**src/rtl/instr_fetch_pkg.sv**
```systemverilog
// Shared fetch/decode definitions: FSM state encoding, instruction-length codes, default reset PC.
// Imported by the fetch unit and by the decoder that sits beside it.
package instr_fetch_pkg;

    typedef enum logic [2:0] {
        FETCH_OP = 3'd0,
        DECIDE   = 3'd1,
        FETCH_B2 = 3'd2,
        FETCH_B3 = 3'd3,
        ISSUE    = 3'd4,
        HALT     = 3'd5
    } fetch_state_t;

    localparam logic [1:0]  LEN_1 = 2'd1;
    localparam logic [1:0]  LEN_2 = 2'd2;
    localparam logic [1:0]  LEN_3 = 2'd3;

    localparam logic [15:0] DEFAULT_RESET_PC = 16'h0000;

    typedef struct packed {
        logic [7:0] op;
        logic [7:0] lo;
        logic [7:0] hi;
    } inst_t;

    // A length code of 0 is treated as a single-byte instruction.
    function automatic logic needs_operand(input logic [1:0] len);
        return (len == LEN_2) || (len == LEN_3);
    endfunction

endpackage

```
**src/rtl/instr_fetch.sv**
```systemverilog
// Byte-serial instruction fetch: 1-3 bytes per instruction, valid 2-4 cycles after FETCH_OP at zero wait.
// Stalls on mem_ready low; holds the issued instruction until inst_ack; HALT exits only via reset.
module instr_fetch
    import instr_fetch_pkg::*;
#(
    parameter logic [15:0] RESET_PC = DEFAULT_RESET_PC
) (
    input  logic        clk,
    input  logic        rst_n,
    output logic [15:0] mem_addr,
    output logic        mem_rd,
    input  logic [7:0]  mem_rdata,
    input  logic        mem_ready,
    output logic [7:0]  ir,
    input  logic [1:0]  inst_length,
    input  logic        halt,
    output logic [7:0]  operand_lo,
    output logic [7:0]  operand_hi,
    output logic [15:0] pc,
    output logic        inst_valid,
    input  logic        inst_ack,
    input  logic        branch_taken,
    input  logic [15:0] branch_target,
    output logic        halted
);

    fetch_state_t state;
    inst_t        inst_q;
    logic [15:0]  pc_q;
    logic         mem_rd_q;
    logic         inst_valid_q;
    logic         halted_q;

    assign mem_addr   = pc_q;
    assign pc         = pc_q;
    assign ir         = inst_q.op;
    assign operand_lo = inst_q.lo;
    assign operand_hi = inst_q.hi;
    assign mem_rd     = mem_rd_q;
    assign inst_valid = inst_valid_q;
    assign halted     = halted_q;

    // Output flags are registered alongside each state transition so they track the state exactly.
    always_ff @(posedge clk) begin
        if (!rst_n) begin
            state        <= FETCH_OP;
            pc_q         <= RESET_PC;
            inst_q       <= '0;
            mem_rd_q     <= 1'b1;
            inst_valid_q <= 1'b0;
            halted_q     <= 1'b0;
        end else begin
            case (state)
                FETCH_OP: begin
                    if (mem_ready) begin
                        inst_q.op <= mem_rdata;
                        inst_q.lo <= 8'h00;
                        inst_q.hi <= 8'h00;
                        pc_q      <= pc_q + 16'd1;
                        mem_rd_q  <= 1'b0;
                        state     <= DECIDE;
                    end
                end
                DECIDE: begin
                    if (needs_operand(inst_length)) begin
                        mem_rd_q <= 1'b1;
                        state    <= FETCH_B2;
                    end else begin
                        inst_valid_q <= 1'b1;
                        state        <= ISSUE;
                    end
                end
                FETCH_B2: begin
                    if (mem_ready) begin
                        inst_q.lo <= mem_rdata;
                        pc_q      <= pc_q + 16'd1;
                        if (inst_length == LEN_3) begin
                            state <= FETCH_B3;
                        end else begin
                            mem_rd_q     <= 1'b0;
                            inst_valid_q <= 1'b1;
                            state        <= ISSUE;
                        end
                    end
                end
                FETCH_B3: begin
                    if (mem_ready) begin
                        inst_q.hi    <= mem_rdata;
                        pc_q         <= pc_q + 16'd1;
                        mem_rd_q     <= 1'b0;
                        inst_valid_q <= 1'b1;
                        state        <= ISSUE;
                    end
                end
                ISSUE: begin
                    if (inst_ack) begin
                        // A redirect is honoured even when the consumed instruction halts.
                        if (branch_taken) begin
                            pc_q <= branch_target;
                        end
                        inst_valid_q <= 1'b0;
                        if (halt) begin
                            halted_q <= 1'b1;
                            state    <= HALT;
                        end else begin
                            mem_rd_q <= 1'b1;
                            state    <= FETCH_OP;
                        end
                    end
                end
                HALT: begin
                    mem_rd_q     <= 1'b0;
                    inst_valid_q <= 1'b0;
                    halted_q     <= 1'b1;
                end
                default: begin
                    mem_rd_q     <= 1'b1;
                    inst_valid_q <= 1'b0;
                    halted_q     <= 1'b0;
                    state        <= FETCH_OP;
                end
            endcase
        end
    end

endmodule

```
**config.mk**
```make
export PLATFORM = sky130hd
export DESIGN_NAME = instr_fetch
export DESIGN_NICKNAME = d
export VERILOG_FILES = /design/src/rtl/instr_fetch_pkg.sv /design/src/rtl/instr_fetch.sv
export SDC_FILE = /design/constraint.sdc
export NUM_CORES = 1
export LEC_CHECK = 0
export ABC_AREA = 1
export CAP_MARGIN = 0
export CORE_MARGIN = 1
export CORE_UTILIZATION = 45
export DETAILED_ROUTE_END_ITERATION = 8
export GPL_TIMING_DRIVEN = 0
export HOLD_SLACK_MARGIN = 0.15
export PLACE_DENSITY_LB_ADDON = 0.15
export SKIP_LAST_GASP = 1
export SYNTH_ARGS = -nofsm -noshare
export SYNTH_HDL_FRONTEND = slang
export SYNTH_SLANG_ARGS = --single-unit
```
**constraint.sdc**
```tcl
create_clock -name clk -period 3.3 [get_ports clk]
set_clock_uncertainty 0.05 [all_clocks]
set_input_delay 0.66 -clock clk [delete_from_list [all_inputs] [get_ports clk]]
set_output_delay 0.66 -clock clk [all_outputs]
set_load 0.01 [all_outputs]
```
**Word-level counts from Yosys, hierarchy flattened**

Index checks and enable logic that the tools add are counted.

- Add/sub/neg operators: 1
- Equal/unequal tests: 19
- Multiplexer cells: 32
- Bitwise logic cells: 3
- Reduce and logical (&&, ||, !) cells: 16

Operator list:

| operator | number |
|---|---|
| $mux 16 | 4 |
| $pmux 16 s2 | 1 |
| $pmux 8 s2 | 2 |
| $mux 3 | 7 |
| $ne 2x2->1 const B | 10 |
| $pmux 3 s6 | 1 |
| $add 16x1->16 const B | 1 |
| $mux 1 | 13 |
| $reduce_and 6->1 | 2 |
| $pmux 1 s5 | 2 |
| $reduce_and 3->1 | 3 |
| $mux 8 | 1 |
| $eq 3x2->1 const B | 2 |
| $eq 3x3->1 const B | 2 |
| $reduce_bool 2->1 | 3 |
| $reduce_and 5->1 | 1 |
| $eq 2x2->1 const B | 2 |
| $ne 2x1->1 const B | 2 |
| $reduce_and 4->1 | 1 |
| $reduce_or 4->1 | 1 |
| $eq 3x1->1 const B | 1 |
| $logic_not 3->1 | 1 |
| $not 1->1 | 3 |
| $pmux 1 s3 | 1 |
| 4 further kinds | 4 |

- Flip-flop bits (word level): 46
- Output and inout port bits: 59

**Logic depth before layout (Yosys ltp)**

- Depth in word-level cells: 4
- Gate-level depth with buffers: 11
- Depth with buffers taken out: 11

**Worst setup path before layout**

OpenSTA, ideal clock, no wires.

- Kind: input to register
- Start: in mem_ready
- End: reg inst_q, in the netlist operand_hi[3]
- Data arrival time: 1.503 ns
- Required time: 3.118 ns
- Slack: 1.615 ns
- Cell stages on the path: 7
- Buffers on the path: 2
- Path through: buf_2 > inv_1 > nor2_1 > nand2_2 > buf_4 > nand3_1 > a21oi_1

- Word-level cells in the longest chain between the ends: 2

Ends and longest elaborated chain:

| element | line | text |
|---|---|---|
| from (decl) | instr_fetch.sv:13 | `input logic mem_ready,` |
| $ne 2x2->1 (no line) | n/a |  |
| $reduce_and 3->1 (no line) * | n/a |  |
| to (decl) | instr_fetch.sv:28 | `inst_t inst_q;` |

Every way passes the cells marked *; elsewhere a longest branch is shown, timed or not.
A chain may end at the register's enable or synchronous reset.

**Final worst setup path**

- Start: reg pc_q[9], in the netlist mem_addr[9]
- End: out pc[9]

RTL lines:

| element | line | text |
|---|---|---|
| from (decl) | instr_fetch.sv:29 | `logic [15:0] pc_q;` |
| from (signal assigned) | instr_fetch.sv:59 | `pc_q <= pc_q + 16'd1;` |
| from (signal assigned) | instr_fetch.sv:76 | `pc_q <= pc_q + 16'd1;` |
| from (signal assigned) | instr_fetch.sv:89 | `pc_q <= pc_q + 16'd1;` |
| to (decl) | instr_fetch.sv:19 | `output logic [15:0] pc,` |

No word-level cell between the ends.

==> metrics <==
vias in the first global route 2619; Hold Crit Class reg2reg; filler cell count 513; post-route ant nets 0; Layout Nets 513; area of the core 0.00557 sq mm; Setup Fix Bufs, Post-CTS 0; die footprint 0.00615 sq mm; Antenna Cells 0; synth top area cells dfxtp_1 (35%), nand2_1 (13%), nand3_1 (9.5%); CTS buffer count 5; CP max stage delay 520 ps; initial antenna violation count 0; Fmax 459 MHz; FF/Latch Area 921 sq um; first-pass GRT wire length 11800 microns; Synth-to-Final Area Change 41.7%; Post-synth EDFFs 0; status finished clean; most common cell in the netlist nand2_1; 1st-iter DRT viols 198; Mapped Area 0.00263 sq mm; share of layout cells above drive strength 1 12.1%; gr usage total 24.2%; CP required 2590 ps; DRC Markers 0; syn avg cell area 6.84 sq um; routed length per instance 12.8 microns; Main synth FF type dfxtp_1; CTS Hold Bufs 0; count of final setup violators 0; Die Wd 78.4 microns; Critical-path top delay cell clkdlybuf4s50_1; crit path capture type primary output; WP data arrival 1470 ps; placer's final routability congestion estimate 0.909; Clock transition at path regs 90 ps; met3 Resource Use GR 6.05%; largest net degree at the start of global routing 16; Multi-input gate area 0.00135 sq mm; most used routing layer met2; sequential share of the synthesized area 35.0%; I/O pins 91; Initial Utilization 47.1%; crit path launch type register; cts repair resizes 0; largest area contributor in the netlist dfxtp_1; H-Tree Depth 2; Mapped Cells 384; P_leak 0.00146 uW; Sink Count 46; Max VDD drop 0.000474 V; Remaining Overflow, GRT 0; Hold Fails Final Rpt 0; via count 2860; routed vias/inst 5.17; post-DP HPWL 5260 microns; setup_tns 0 ps; period utilisation layout 66.0%; I/O Buffers 89; Root Driver clkbuf_8; RSZ-0062 raised after global routing no; top post-synthesis cells by count nand2_1 (90), nand3_1 (50), dfxtp_1 (46); Core Rows 27; post-synth cell types 31; CP Max Fanout 8; M2 GR Usage 41.7%; met1 usage 29.4%; final wirelength 7090 microns; Final Max Slew Viols 0; Detailed Routing Iterations Pass 1 4; syn nets 417; worst skew pair latency 300 ps; crit path cell chain buf_4 -> clkdlybuf4s50_1; CTS Buffer Depth 2; Power per Cell Area 682 mW/mm^2; kind of critical path reg2out; Synth top area share 35.0%; Core Util, Final 66.8%; slew margin rel. 65.7%; asr flop ratio synth 0%; Synth Warn # 0; maxcap violations 0; fin crit period 2180 ps; CTS tree yes; Least-Margin Pin Slew 514 ps; Synth Register Bits 46; die height 78.4 microns
[path summary, 6_finish.rpt]
path / from / endpoint / slack (ps) / depth (start not counted)
setup / recovery: mem_addr[9] / pc[9] / 1120 / 2
hold / removal: ir[2] / ir[2] / 420 / 2
setup reg to reg: mem_addr[0] / mem_addr[10] / 1640 / 11
hold reg to reg: ir[2] / ir[2] / 420 / 2
[critical path, delay by kind of cell, from the launching register on]
family	cells	cell delay, ps
buffers and inverters	2	680
DFF	1	490
[routing by layer]
metal / part of all wire, % / vias to the layer above / wire length [microns]
li1: - / 1435 / -
met1: 41 / 1296 / 2920
met2: 50 / 123 / 3560
met3: 8.0 / 6 / 567
met4: 0.59 / 0 / 42
met5: 0 / - / 0
[through the flow]
step / setup slack (ps) / cell area (sq um) / cells / power, uW / hold slack [ps]
after floorplan: 1610 / 2630 / 384 / 1630 / 433
after global placement: 1210 / 3610 / 545 / 2080 / 390
after global routing: 1080 / 3720 / 553 / 2710 / 445
after CTS: 1130 / 3720 / 553 / 2540 / 420
final: 1120 / 3720 / 553 / 2540 / 417
after detailed placement: 1200 / 3610 / 545 / 2100 / 404
[cell type report]
cell class                 count  share of cell area [%]
multi-input combinational    274                    36.1
clock buffer                   5                    1.85
inverter                      32                    3.23
sequential                    46                    24.7
buffer                        32                    6.49
tap                           72                    2.42
clock inverter                 3                    1.21
timing repair buffer          89                    23.9
[layout by cell type, fill, tap and decap left out, types with 3 or more instances in the layout]
cell	netlist	layout
nand3b_1	3	3
o21ai_1	5	5
clkbuf_8	0	5
nand2_1	90	90
inv_1	26	26
nand4_1	4	4
o21ai_0	12	12
clkdlybuf4s50_1	0	89
nor2_2	3	3
a21oi_1	43	43
clkbuf_1	6	6
inv_2	6	6
buf_4	19	19
nand3_1	50	50
buf_6	5	5
dfxtp_1	46	46
nor2_1	38	38
nand2_4	3	3
nor2_4	6	6
[cells by family after synthesis]
logic type      Yosys count  synth area share (%)
simple gates            203                  36.1
flops                    46                  35.0
fa+ha+maj                 1                 0.476
buf+inv                  64                  13.8
compound gates           70                  14.6
[power by group]
group	total, uW	leakage [uW]	internal [uW]	switching [uW]
clock	430	0.0000504	226	204
sequential	779	0.000374	667	112
combinational	1330	0.00103	629	700
[sequential cells by signal, summed over array words and instances, names as in the netlist]
signal	cells
halted	1
operand_lo	8
mem_rd	1
ir	8
state	3
inst_valid	1
operand_hi	8
mem_addr	16
Power figures use the tool's default switching activity.
